**src/rtl/line_transform_engine_if.sv**
```systemverilog
`default_nettype none
// ============================================================================
//  Module      : line_transform_engine_if
//  Description : Bash-side and video-memory-side handshake bundle for the
//                line transform engine. The engine uses the slave view; the
//                surrounding system (bash stream + line writer) uses master.
//  Revision    : 1.0 - initial release
// ============================================================================
interface line_transform_engine_if #(
    parameter int LEN_W = 6
);
    // Bash -> engine
    logic              out_newASCII_ready;
    logic [7:0]        lineOut;
    logic [LEN_W-1:0]  out_lineLen;
    logic              lineOut_nextASCII;
    // Engine -> video memory
    logic              in_newASCII_ready;
    logic [7:0]        lineIn;
    logic              lineIn_nextASCII;
    logic              in_solved;
    logic              out_solved;

    modport slave (
        input  out_newASCII_ready,
        input  lineOut,
        input  out_lineLen,
        output lineOut_nextASCII,
        output in_newASCII_ready,
        output lineIn,
        input  lineIn_nextASCII,
        output in_solved,
        input  out_solved
    );

    modport master (
        output out_newASCII_ready,
        output lineOut,
        output out_lineLen,
        input  lineOut_nextASCII,
        input  in_newASCII_ready,
        input  lineIn,
        output lineIn_nextASCII,
        input  in_solved,
        output out_solved
    );
endinterface
`default_nettype wire

```
**src/rtl/line_transform_engine.sv**
```systemverilog
`default_nettype none
// ============================================================================
//  Module      : line_transform_engine
//  Description : Receives one 00-terminated line from bash into a buffer,
//                then presents one response line (echo / uppercase /
//                reversed / decimal length) to the video-memory writer.
//  Revision    : 1.0 - initial release
// ============================================================================
module line_transform_engine #(
    parameter int MAX_LEN = 32,
    parameter int LEN_W   = 6
) (
    input  wire logic              clk,
    input  wire logic              rst_n,
    input  wire logic [1:0]        mode,
    line_transform_engine_if.slave bus,
    output logic [LEN_W-1:0]       rx_len,
    output logic                   overflow,
    output logic                   busy
);

    localparam int IDX_W = (MAX_LEN > 1) ? $clog2(MAX_LEN) : 1;
    localparam logic [LEN_W-1:0] C_MAX_LEN = LEN_W'(MAX_LEN);

    typedef enum logic [2:0] {
        S_IDLE = 3'd0,
        S_RECV = 3'd1,
        S_GAP  = 3'd2,
        S_SEND = 3'd3,
        S_DONE = 3'd4
    } state_t;

    state_t            state_q, state_d;
    logic [1:0]        mode_q, mode_d;
    logic [LEN_W-1:0]  rx_len_q, rx_len_d;
    logic [LEN_W-1:0]  idx_q, idx_d;
    logic              ovf_q, ovf_d;
    logic              ack_q, ack_d;
    logic              rdy_q, rdy_d;
    logic              solved_q, solved_d;
    logic [7:0]        buf_q [0:MAX_LEN-1];

    logic              w_store;
    logic [LEN_W-1:0]  w_out_len;
    logic [LEN_W-1:0]  w_rd_idx;
    logic [7:0]        w_buf_byte;
    logic [7:0]        w_len8;
    logic [7:0]        w_tens;
    logic [7:0]        w_ones;
    logic [7:0]        w_char;
    logic              w_unused;

    // Length report is always two digits; other modes echo the stored count
    assign w_out_len = (mode_q == 2'd3) ? LEN_W'(2) : rx_len_q;

    // Next-state logic for the receive / present / complete sequence
    always_comb begin
        state_d  = state_q;
        mode_d   = mode_q;
        rx_len_d = rx_len_q;
        idx_d    = idx_q;
        ovf_d    = ovf_q;
        ack_d    = 1'b0;
        rdy_d    = rdy_q;
        solved_d = solved_q;
        w_store  = 1'b0;
        case (state_q)
            S_IDLE: begin
                if (bus.out_newASCII_ready) begin
                    mode_d   = mode;
                    rx_len_d = '0;
                    ovf_d    = 1'b0;
                    state_d  = S_RECV;
                end
            end
            S_RECV: begin
                // ack_q blocks a second capture of the same character
                if (bus.out_newASCII_ready && !ack_q) begin
                    ack_d = 1'b1;
                    if (bus.lineOut == 8'h00) begin
                        state_d = S_GAP;
                    end else if (rx_len_q < C_MAX_LEN) begin
                        w_store  = 1'b1;
                        rx_len_d = rx_len_q + LEN_W'(1);
                    end else begin
                        ovf_d = 1'b1;
                    end
                end
            end
            S_GAP: begin
                if (!bus.out_newASCII_ready) begin
                    rdy_d   = 1'b1;
                    idx_d   = '0;
                    state_d = S_SEND;
                end
            end
            S_SEND: begin
                if (idx_q < w_out_len) begin
                    if (bus.lineIn_nextASCII) begin
                        idx_d = idx_q + LEN_W'(1);
                    end
                end else begin
                    // terminator has been visible for this one cycle
                    rdy_d    = 1'b0;
                    solved_d = 1'b1;
                    state_d  = S_DONE;
                end
            end
            S_DONE: begin
                if (bus.out_solved) begin
                    solved_d = 1'b0;
                    state_d  = S_IDLE;
                end
            end
            default: state_d = S_IDLE;
        endcase
    end

    // Control registers with asynchronous clear
    always_ff @(posedge clk or negedge rst_n) begin
        if (!rst_n) begin
            state_q  <= S_IDLE;
            mode_q   <= 2'd0;
            rx_len_q <= '0;
            idx_q    <= '0;
            ovf_q    <= 1'b0;
            ack_q    <= 1'b0;
            rdy_q    <= 1'b0;
            solved_q <= 1'b0;
        end else begin
            state_q  <= state_d;
            mode_q   <= mode_d;
            rx_len_q <= rx_len_d;
            idx_q    <= idx_d;
            ovf_q    <= ovf_d;
            ack_q    <= ack_d;
            rdy_q    <= rdy_d;
            solved_q <= solved_d;
        end
    end

    // Line buffer; contents are don't-care after reset
    always_ff @(posedge clk) begin
        if (w_store) begin
            buf_q[rx_len_q[IDX_W-1:0]] <= bus.lineOut;
        end
    end

    // Reverse mode reads from the tail; others read straight through
    assign w_rd_idx   = (mode_q == 2'd2) ? (rx_len_q - LEN_W'(1) - idx_q) : idx_q;
    assign w_buf_byte = buf_q[w_rd_idx[IDX_W-1:0]];
    assign w_len8     = 8'(rx_len_q);
    assign w_tens     = w_len8 / 8'd10;
    assign w_ones     = w_len8 % 8'd10;

    // Response character for the current index
    always_comb begin
        w_char = w_buf_byte;
        case (mode_q)
            2'd1: begin
                if (w_buf_byte >= 8'h61 && w_buf_byte <= 8'h7A) begin
                    w_char = w_buf_byte - 8'h20;
                end
            end
            2'd3: w_char = (idx_q == '0) ? (8'h30 + w_tens) : (8'h30 + w_ones);
            default: w_char = w_buf_byte;
        endcase
    end

    assign bus.lineIn            = (state_q == S_SEND && idx_q < w_out_len) ? w_char : 8'h00;
    assign bus.lineOut_nextASCII = ack_q;
    assign bus.in_newASCII_ready = rdy_q;
    assign bus.in_solved         = solved_q;
    assign rx_len                = rx_len_q;
    assign overflow              = ovf_q;
    assign busy                  = (state_q != S_IDLE);

    // Bash length is informational; upper read-index bits beyond the buffer are unused
    assign w_unused = ^{bus.out_lineLen, w_rd_idx};

endmodule
`default_nettype wire

```
**src/flat_wrapper.sv**
```systemverilog
// flat-port wrapper written by rule: the top's interface ports become plain ports
module line_transform_engine_flat 
#(
    parameter int MAX_LEN = 32,
    parameter int LEN_W   = 6
)
  (clk, rst_n, mode, rx_len, overflow, busy, bus_out_newASCII_ready, bus_lineOut, bus_out_lineLen, bus_lineOut_nextASCII, bus_in_newASCII_ready, bus_lineIn, bus_lineIn_nextASCII, bus_in_solved, bus_out_solved);
  line_transform_engine_if #(.LEN_W(LEN_W)) bus_i ();
  input  wire logic clk;
  input  wire logic rst_n;
  input  wire logic [1:0] mode;
  output logic [LEN_W-1:0] rx_len;
  output logic overflow;
  output logic busy;
  input wire logic [$bits(bus_i.out_newASCII_ready)-1:0] bus_out_newASCII_ready;
  input wire logic [$bits(bus_i.lineOut)-1:0] bus_lineOut;
  input wire logic [$bits(bus_i.out_lineLen)-1:0] bus_out_lineLen;
  output wire logic [$bits(bus_i.lineOut_nextASCII)-1:0] bus_lineOut_nextASCII;
  output wire logic [$bits(bus_i.in_newASCII_ready)-1:0] bus_in_newASCII_ready;
  output wire logic [$bits(bus_i.lineIn)-1:0] bus_lineIn;
  input wire logic [$bits(bus_i.lineIn_nextASCII)-1:0] bus_lineIn_nextASCII;
  output wire logic [$bits(bus_i.in_solved)-1:0] bus_in_solved;
  input wire logic [$bits(bus_i.out_solved)-1:0] bus_out_solved;
  assign bus_i.out_newASCII_ready = bus_out_newASCII_ready;
  assign bus_i.lineOut = bus_lineOut;
  assign bus_i.out_lineLen = bus_out_lineLen;
  assign bus_lineOut_nextASCII = bus_i.lineOut_nextASCII;
  assign bus_in_newASCII_ready = bus_i.in_newASCII_ready;
  assign bus_lineIn = bus_i.lineIn;
  assign bus_i.lineIn_nextASCII = bus_lineIn_nextASCII;
  assign bus_in_solved = bus_i.in_solved;
  assign bus_i.out_solved = bus_out_solved;
  line_transform_engine #(.MAX_LEN(MAX_LEN), .LEN_W(LEN_W)) u_core (.clk(clk), .rst_n(rst_n), .mode(mode), .bus(bus_i), .rx_len(rx_len), .overflow(overflow), .busy(busy));
endmodule
```
**config.mk**
```make
export PLATFORM = sky130hd
export DESIGN_NAME = line_transform_engine_flat
export DESIGN_NICKNAME = d
export VERILOG_FILES = /design/src/rtl/line_transform_engine_if.sv /design/src/rtl/line_transform_engine.sv /design/src/flat_wrapper.sv
export SDC_FILE = /design/constraint.sdc
export NUM_CORES = 1
export LEC_CHECK = 0
export BUFFER_PORTS_ARGS = -buffer_cell sky130_fd_sc_hd__buf_4
export CAP_MARGIN = 25
export CORE_ASPECT_RATIO = 0.9
export CORE_MARGIN = 2
export CORE_UTILIZATION = 50
export CTS_BUF_LIST = sky130_fd_sc_hd__clkbuf_16
export CTS_CLUSTER_DIAMETER = 50
export DETAILED_ROUTE_END_ITERATION = 12
export PLACE_DENSITY = 0.7
export SETUP_SLACK_MARGIN = 0.15
export SYNTH_ARGS = -nofsm -noshare
export SYNTH_HDL_FRONTEND = slang
export SYNTH_SLANG_ARGS = --single-unit
```
**constraint.sdc**
```tcl
create_clock -name clk -period 12.6 [get_ports clk]
set_input_delay 1.26 -clock clk [delete_from_list [all_inputs] [get_ports clk]]
set_output_delay 1.26 -clock clk [all_outputs]
set_load 0.1 [all_outputs]
```
**Word level (Yosys, flattened, before mapping)**

Memory sizes are Yosys's and may differ from the RTL's.
Index checks and enable logic that the tools add are counted.

- Add/subtract/negate cells: 7
- Div/mod/pow operators: 2
- Order comparisons: 4
- Equality and inequality tests: 18
- Mux-type cells: 41
- Reductions and logical operators: 18

Operators by type and width:

| cell | number |
|---|---|
| $mux W6 | 8 |
| $mux W8 | 3 |
| $pmux W6 S2 | 2 |
| $mux W3 | 6 |
| $add A6 B8 Y8 const A | 2 |
| $mux W1 | 16 |
| $pmux W8 S2 | 1 |
| $pmux W3 S5 | 1 |
| $ne A2 B2 Y1 const B | 7 |
| $add A6 B1 Y6 const B | 2 |
| $reduce_and A5 Y1 | 2 |
| $div A6 B4 Y8 const B | 1 |
| $ge A8 B7 Y1 const B | 1 |
| $le A8 B7 Y1 const B | 1 |
| $logic_not A8 Y1 | 1 |
| $mod A6 B4 Y8 const B | 1 |
| $ne A2 B1 Y1 const B | 4 |
| $sub A8 B6 Y8 const B | 1 |
| $eq A3 B2 Y1 const B | 2 |
| $logic_not A6 Y1 | 1 |
| $lt A6 B6 Y1 | 1 |
| $lt A6 B6 Y1 const B | 1 |
| $pmux W1 S2 | 3 |
| $reduce_and A3 Y1 | 2 |
| 15 further kinds | 20 |

- Flip-flop bits (word level): 21
- Bits in writable memories: 256
- Bits of input ports: 21
- Word-level logic and storage cells: 99
- Memories: 1

Memory list:

| memory | words | bits a word | rd ports | clocked after Yosys merged registers in | wr ports | RTL line | text |
|---|---|---|---|---|---|---|---|
| u_core.buf_q | 32 | 8 | 1 | 0 | 1 | line_transform_engine.sv:41 | `logic [7:0] buf_q [0:MAX_LEN-1];` |

**Logic depth before layout (Yosys ltp)**

An unclocked memory read counts as a cell.

- Word-level depth: 9
- Depth in mapped cells: 18
- Depth with buffers taken out: 14

**Worst setup path before layout**

OpenSTA, ideal clock, no wires.

- Path kind: reg2out
- Start point: register u_core.rx_len_q[1] (netlist: u_core.rx_len[1])
- End point: output bus_lineIn[5]
- Data arrival time: 5.730 ns
- Required time: 11.340 ns
- Setup slack: 5.610 ns
- Cell stages (with the launch flop): 15
- Buffers on the path: 2
- Cells stage by stage: dfrtp_1 -> clkbuf_1 -> inv_1 -> fa_1 -> or3b_1 -> o21ai_2 -> buf_4 -> mux2_2 -> nor2_1 -> a211oi_1 -> a311oi_1 -> o22ai_2 -> nor4_2 -> a311oi_2 -> o41ai_2

- Cells in the longest elaborated chain, start to end: 9
- Elaborated cells on any way between the ends: 19
- Classes of those cells: add/sub: 5; div: 2; order compare: 3; mux: 6; reduce/logical: 2; memory: 1

RTL lines:

| item | RTL line | text |
|---|---|---|
| from (decl) | line_transform_engine.sv:35 | `logic [LEN_W-1:0] rx_len_q, rx_len_d;` |
| from (signal assigned) | line_transform_engine.sv:133 | `rx_len_q <= rx_len_d;` |
| parallel branches: the longest is 8 deep, another holds $mod A6 B4 Y8 | n/a |  |
| $mux W8 * | line_transform_engine.sv:170 | `assign bus.lineIn = (state_q == S_SEND && idx_q < w_out_len) ? w_char : 8'h00;` |
| to (decl) | flat_wrapper.sv:20 | `output wire logic [$bits(bus_i.lineIn)-1:0] bus_lineIn;` |

Every way passes the cells marked *.

**Final worst setup path**

- Start point: register u_core.idx_q[0]
- End point: output bus_lineIn[7]

- Cells in the longest elaborated chain, start to end: 8
- Elaborated cells on any way between the ends: 14
- Classes of those cells: add/sub: 2; order compare: 3; mux: 5; reduce/logical: 3; memory: 1

RTL lines:

| item | RTL line | text |
|---|---|---|
| from (decl) | line_transform_engine.sv:36 | `logic [LEN_W-1:0] idx_q, idx_d;` |
| from (signal assigned) | line_transform_engine.sv:134 | `idx_q <= idx_d;` |
| $sub A5 B5 Y5 | line_transform_engine.sv:150 | `assign w_rd_idx = (mode_q == 2'd2) ? (rx_len_q - LEN_W'(1) - idx_q) : idx_q;` |
| $mux W5 | line_transform_engine.sv:150 |  |
| $mem_v2 Z32 W8 | n/a |  |
| $ge A8 B7 Y1 / $le A8 B7 Y1 (equally long branches) | line_transform_engine.sv:161 | `if (w_buf_byte >= 8'h61 && w_buf_byte <= 8'h7A) begin` |
| $logic_and A1 B1 Y1 | line_transform_engine.sv:161 |  |
| $mux W8 | line_transform_engine.sv:161 |  |
| $pmux W8 S2 | line_transform_engine.sv:159 | `case (mode_q)` |
| $mux W8 * | line_transform_engine.sv:170 |  |

Mark *: on every way between the ends. The rest lies on a longest branch, timed or not.

==> impl_metrics.yaml <==
outcome:
  outcome: "completed"
logic_synthesis:
  synth_top_family_by_area: "simple AND/OR/NAND/NOR gates"
  yosysTopAreaCell: "edfxtp_1"
  ys_warn_count: 0
  syn_nets: 933
  synthTopCellsByArea: "edfxtp_1 (61%), mux4_2 (4.3%), dfrtp_1 (4.2%)"
  synth_xor_area_frac: 0.00630
  synth-edff-count: 256
  synthAdderAreaFrac: 0.0186
  synth.most_common_cell: "edfxtp_1"
  ys_seq_area_frac: 0.657
  netlist_top_cells_count: "edfxtp_1 (256), nand2_1 (121), nor2_1 (65)"
  yosysTopAreaCellShare: 0.615
  ys_seq_elements: 277
  synth_area_per_cell_sq_um: 14.0
  synth_compound_area_frac: 0.0867
  ys.flop_type: "edfxtp_1"
  syn-cell-area_sq_um: 12500
  synth_cells: 894
  ys_async_sr_fraction: 0.0758
  synth_mux_area_frac: 0.0963
  synth_simple_gate_area_frac: 0.104
  synth.distinct_cells: 81
clocking:
  worst_skew_pair.late_latency_ns: 0.54
  cts_buffers: 28
  htree_levels: 1
  cts-root-buf: "clkbuf_16"
  cts_setup_buffers: 0
  cts.sinks: 277
  cts_tree: "built"
  cts.clk_slew.worst_paths_ns: 0.06
  cts_hold_buf: 0
  cts_resized: 0
  ctsLongestPathBuffers: 3
route:
  first_iter_violations: 880
  routedWlPerCell_microns: 23.7
  drt-pass1-iter-count: 5
  vias_per_cell: 6.10
  wl_mm: 30.2
  vias: 7782
  drc: 0
  postRouteAntennaNets: 0
worst_setup_path:
  r2r_slack_ns: 9.25
  reg2regPathDepth: 7
  worstSetupEndpointType: "primary output"
  path_class: "flip-flop to primary output"
  crit_path_max_fanout: 27
  r2r-start: "u_core.state_q[0]"
  endpoint: "bus_lineIn[7]"
  critPathLaunch: "u_core.idx_q[0]"
  critical_path_required_ns: 11.34
  r2r-end: "u_core.buf_q[18][5]"
  start_kind: "flip-flop"
  cp.arrival_ns: 6.12
place:
  dp_cells: 1224
  gp_congestion: 0.879
  port_buffers: 33
  dp_hpwl_mm: 18.5
timing:
  clock.fmax_mhz: 136
  rsz0062_at_grt: "no"
  setup_violations: 0
  finalHoldViolCount: 0
  slew_headroom: 0.315
  slew_violations: 0
  finalSetupTns_ns: 0
  fin_crit_sh: 0.586
  period_minus_slack_ns: 7.38
  fin_skew_ns: 0.0182
  worst_pin_slew_ns: 1.01
global_route:
  grt_usage: 0.233
  grt_pass1_wl_mm: 45.7
  gr-total-overflow: 0
  antenna_found_initial: 0
  grt_pass1_vias: 7528
  grt_max_degree: 61
die:
  start_util: 0.513
  core.rowCount: 54
  core_area_sq_um: 24400
  die_w_microns: 171
  fp.dieH_microns: 154
  fp.dieArea_sq_um: 26300
  ioPinCount: 40
run:
  maxCapViolations: 0
final_layout:
  area_growth_pct: 11.6
  finalNonFillerCells: 1276
  drive_above_1_share: 0.157
  fin_nets: 958
power:
  ir_drop_mv: 0.124
  p_leak_nw: 4.89
  p_per_area_nw_per_um2: 226
hold_path:
  holdCritPathClass: "flip-flop to flip-flop"
[worst max-delay path: stages, from the launching register on]
cell	delay, ns
dfrtp_1	0.99
inv_1	0.21
ha_1	0.33
and3b_1	0.77
a21o_1	0.77
nor2_2	0.34
a221oi_1	0.44
o32ai_2	0.22
a221oi_2	0.43
nor4_2	0.11
a311oi_2	0.38
a41o_1	0.28
buf_4	0.30
[flip-flops by register name, summed over array words and instances (netlist names)]
signal	count
u_core.state_q	3
u_core.mode_q	2
u_core.buf_q	256
u_core.bus.lineOut_nextASCII	1
u_core.bus.in_newASCII_ready	1
u_core.overflow	1
u_core.idx_q	6
u_core.rx_len	6
u_core.bus.in_solved	1
[worst min-delay path by stage]
stage,from,end,cells after the start
6_report,u_core.state_q[2],u_core.state_q[0],1
5_1_grt,u_core.state_q[2],u_core.state_q[0],1
4_1_cts,u_core.state_q[2],u_core.state_q[0],1
3_5_place_dp,u_core.state_q[2],u_core.state_q[0],1
3_3_place_gp,u_core.bus.in_newASCII_ready,u_core.bus.in_newASCII_ready,1
2_1_floorplan,u_core.state_q[2],u_core.state_q[0],1
[area by class of cell]
class,count,area [sq um]
inverter,28,105
fill,1902,10400
antenna,1,2.50
clock buffer,29,726
sequential,277,8210
tap,336,420
timing repair buffer,47,353
multi-input combinational,537,3930
clock inverter,21,213
[layer usage]
| layer | up-vias | global-route usage | routed length, microns |
|---|---|---|---|
| met5 | - | 0 | 0 |
| li1 | 3496 | - | - |
| met2 | 327 | 0.354 | 13900 |
| met1 | 3918 | 0.349 | 13100 |
| met3 | 41 | 0.0476 | 2720 |
| met4 | 0 | 0.0517 | 573 |
[per-stage QoR]
stage           util  hold slack [ns]  area (sq um)  setup WS (ns)  total power (W)
6_report       0.572            0.475         14000           5.22          0.00316
3_5_place_dp   0.533            0.456         13000           5.80          0.00232
4_1_cts        0.572            0.474         13900           5.26          0.00315
3_3_place_gp   0.533            0.461         13000           5.86          0.00230
2_1_floorplan      -            0.438         12500           5.61          0.00200
5_1_grt        0.572            0.495         14000           5.03          0.00329
[kinds of logic (layout without fill, tap and decap cells)]
logic type | Yosys count | count (layout)
compound gates | 139 | 139
xor+xnor | 9 | 9
fa+ha+maj | 18 | 18
buf+inv | 80 | 125
flops | 277 | 277
mux | 87 | 87
other cells | 0 | 1
simple gates | 284 | 284
[power by group]
group          total, W  switching, W  internal [W]
Combinational   0.00122      0.000820      0.000396
Sequential      0.00110     0.0000441       0.00105
Clock          0.000844      0.000344      0.000499
[layout by cell type, fill, tap and decap left out, types with 8 or more instances in the layout]
cell	count
mux4_2	24
mux2_2	12
nand4_1	8
nand2_1	121
o22ai_1	11
a21oi_1	12
a2111oi_0	16
nand3_1	23
nor4_1	8
a211oi_1	18
clkbuf_16	29
o21ai_0	17
ha_1	17
buf_4	47
nor3_1	16
dfrtp_1	21
mux2i_1	49
nor2_1	65
edfxtp_1	256
inv_1	33
No activity file was read; power rests on OpenSTA's default activity.
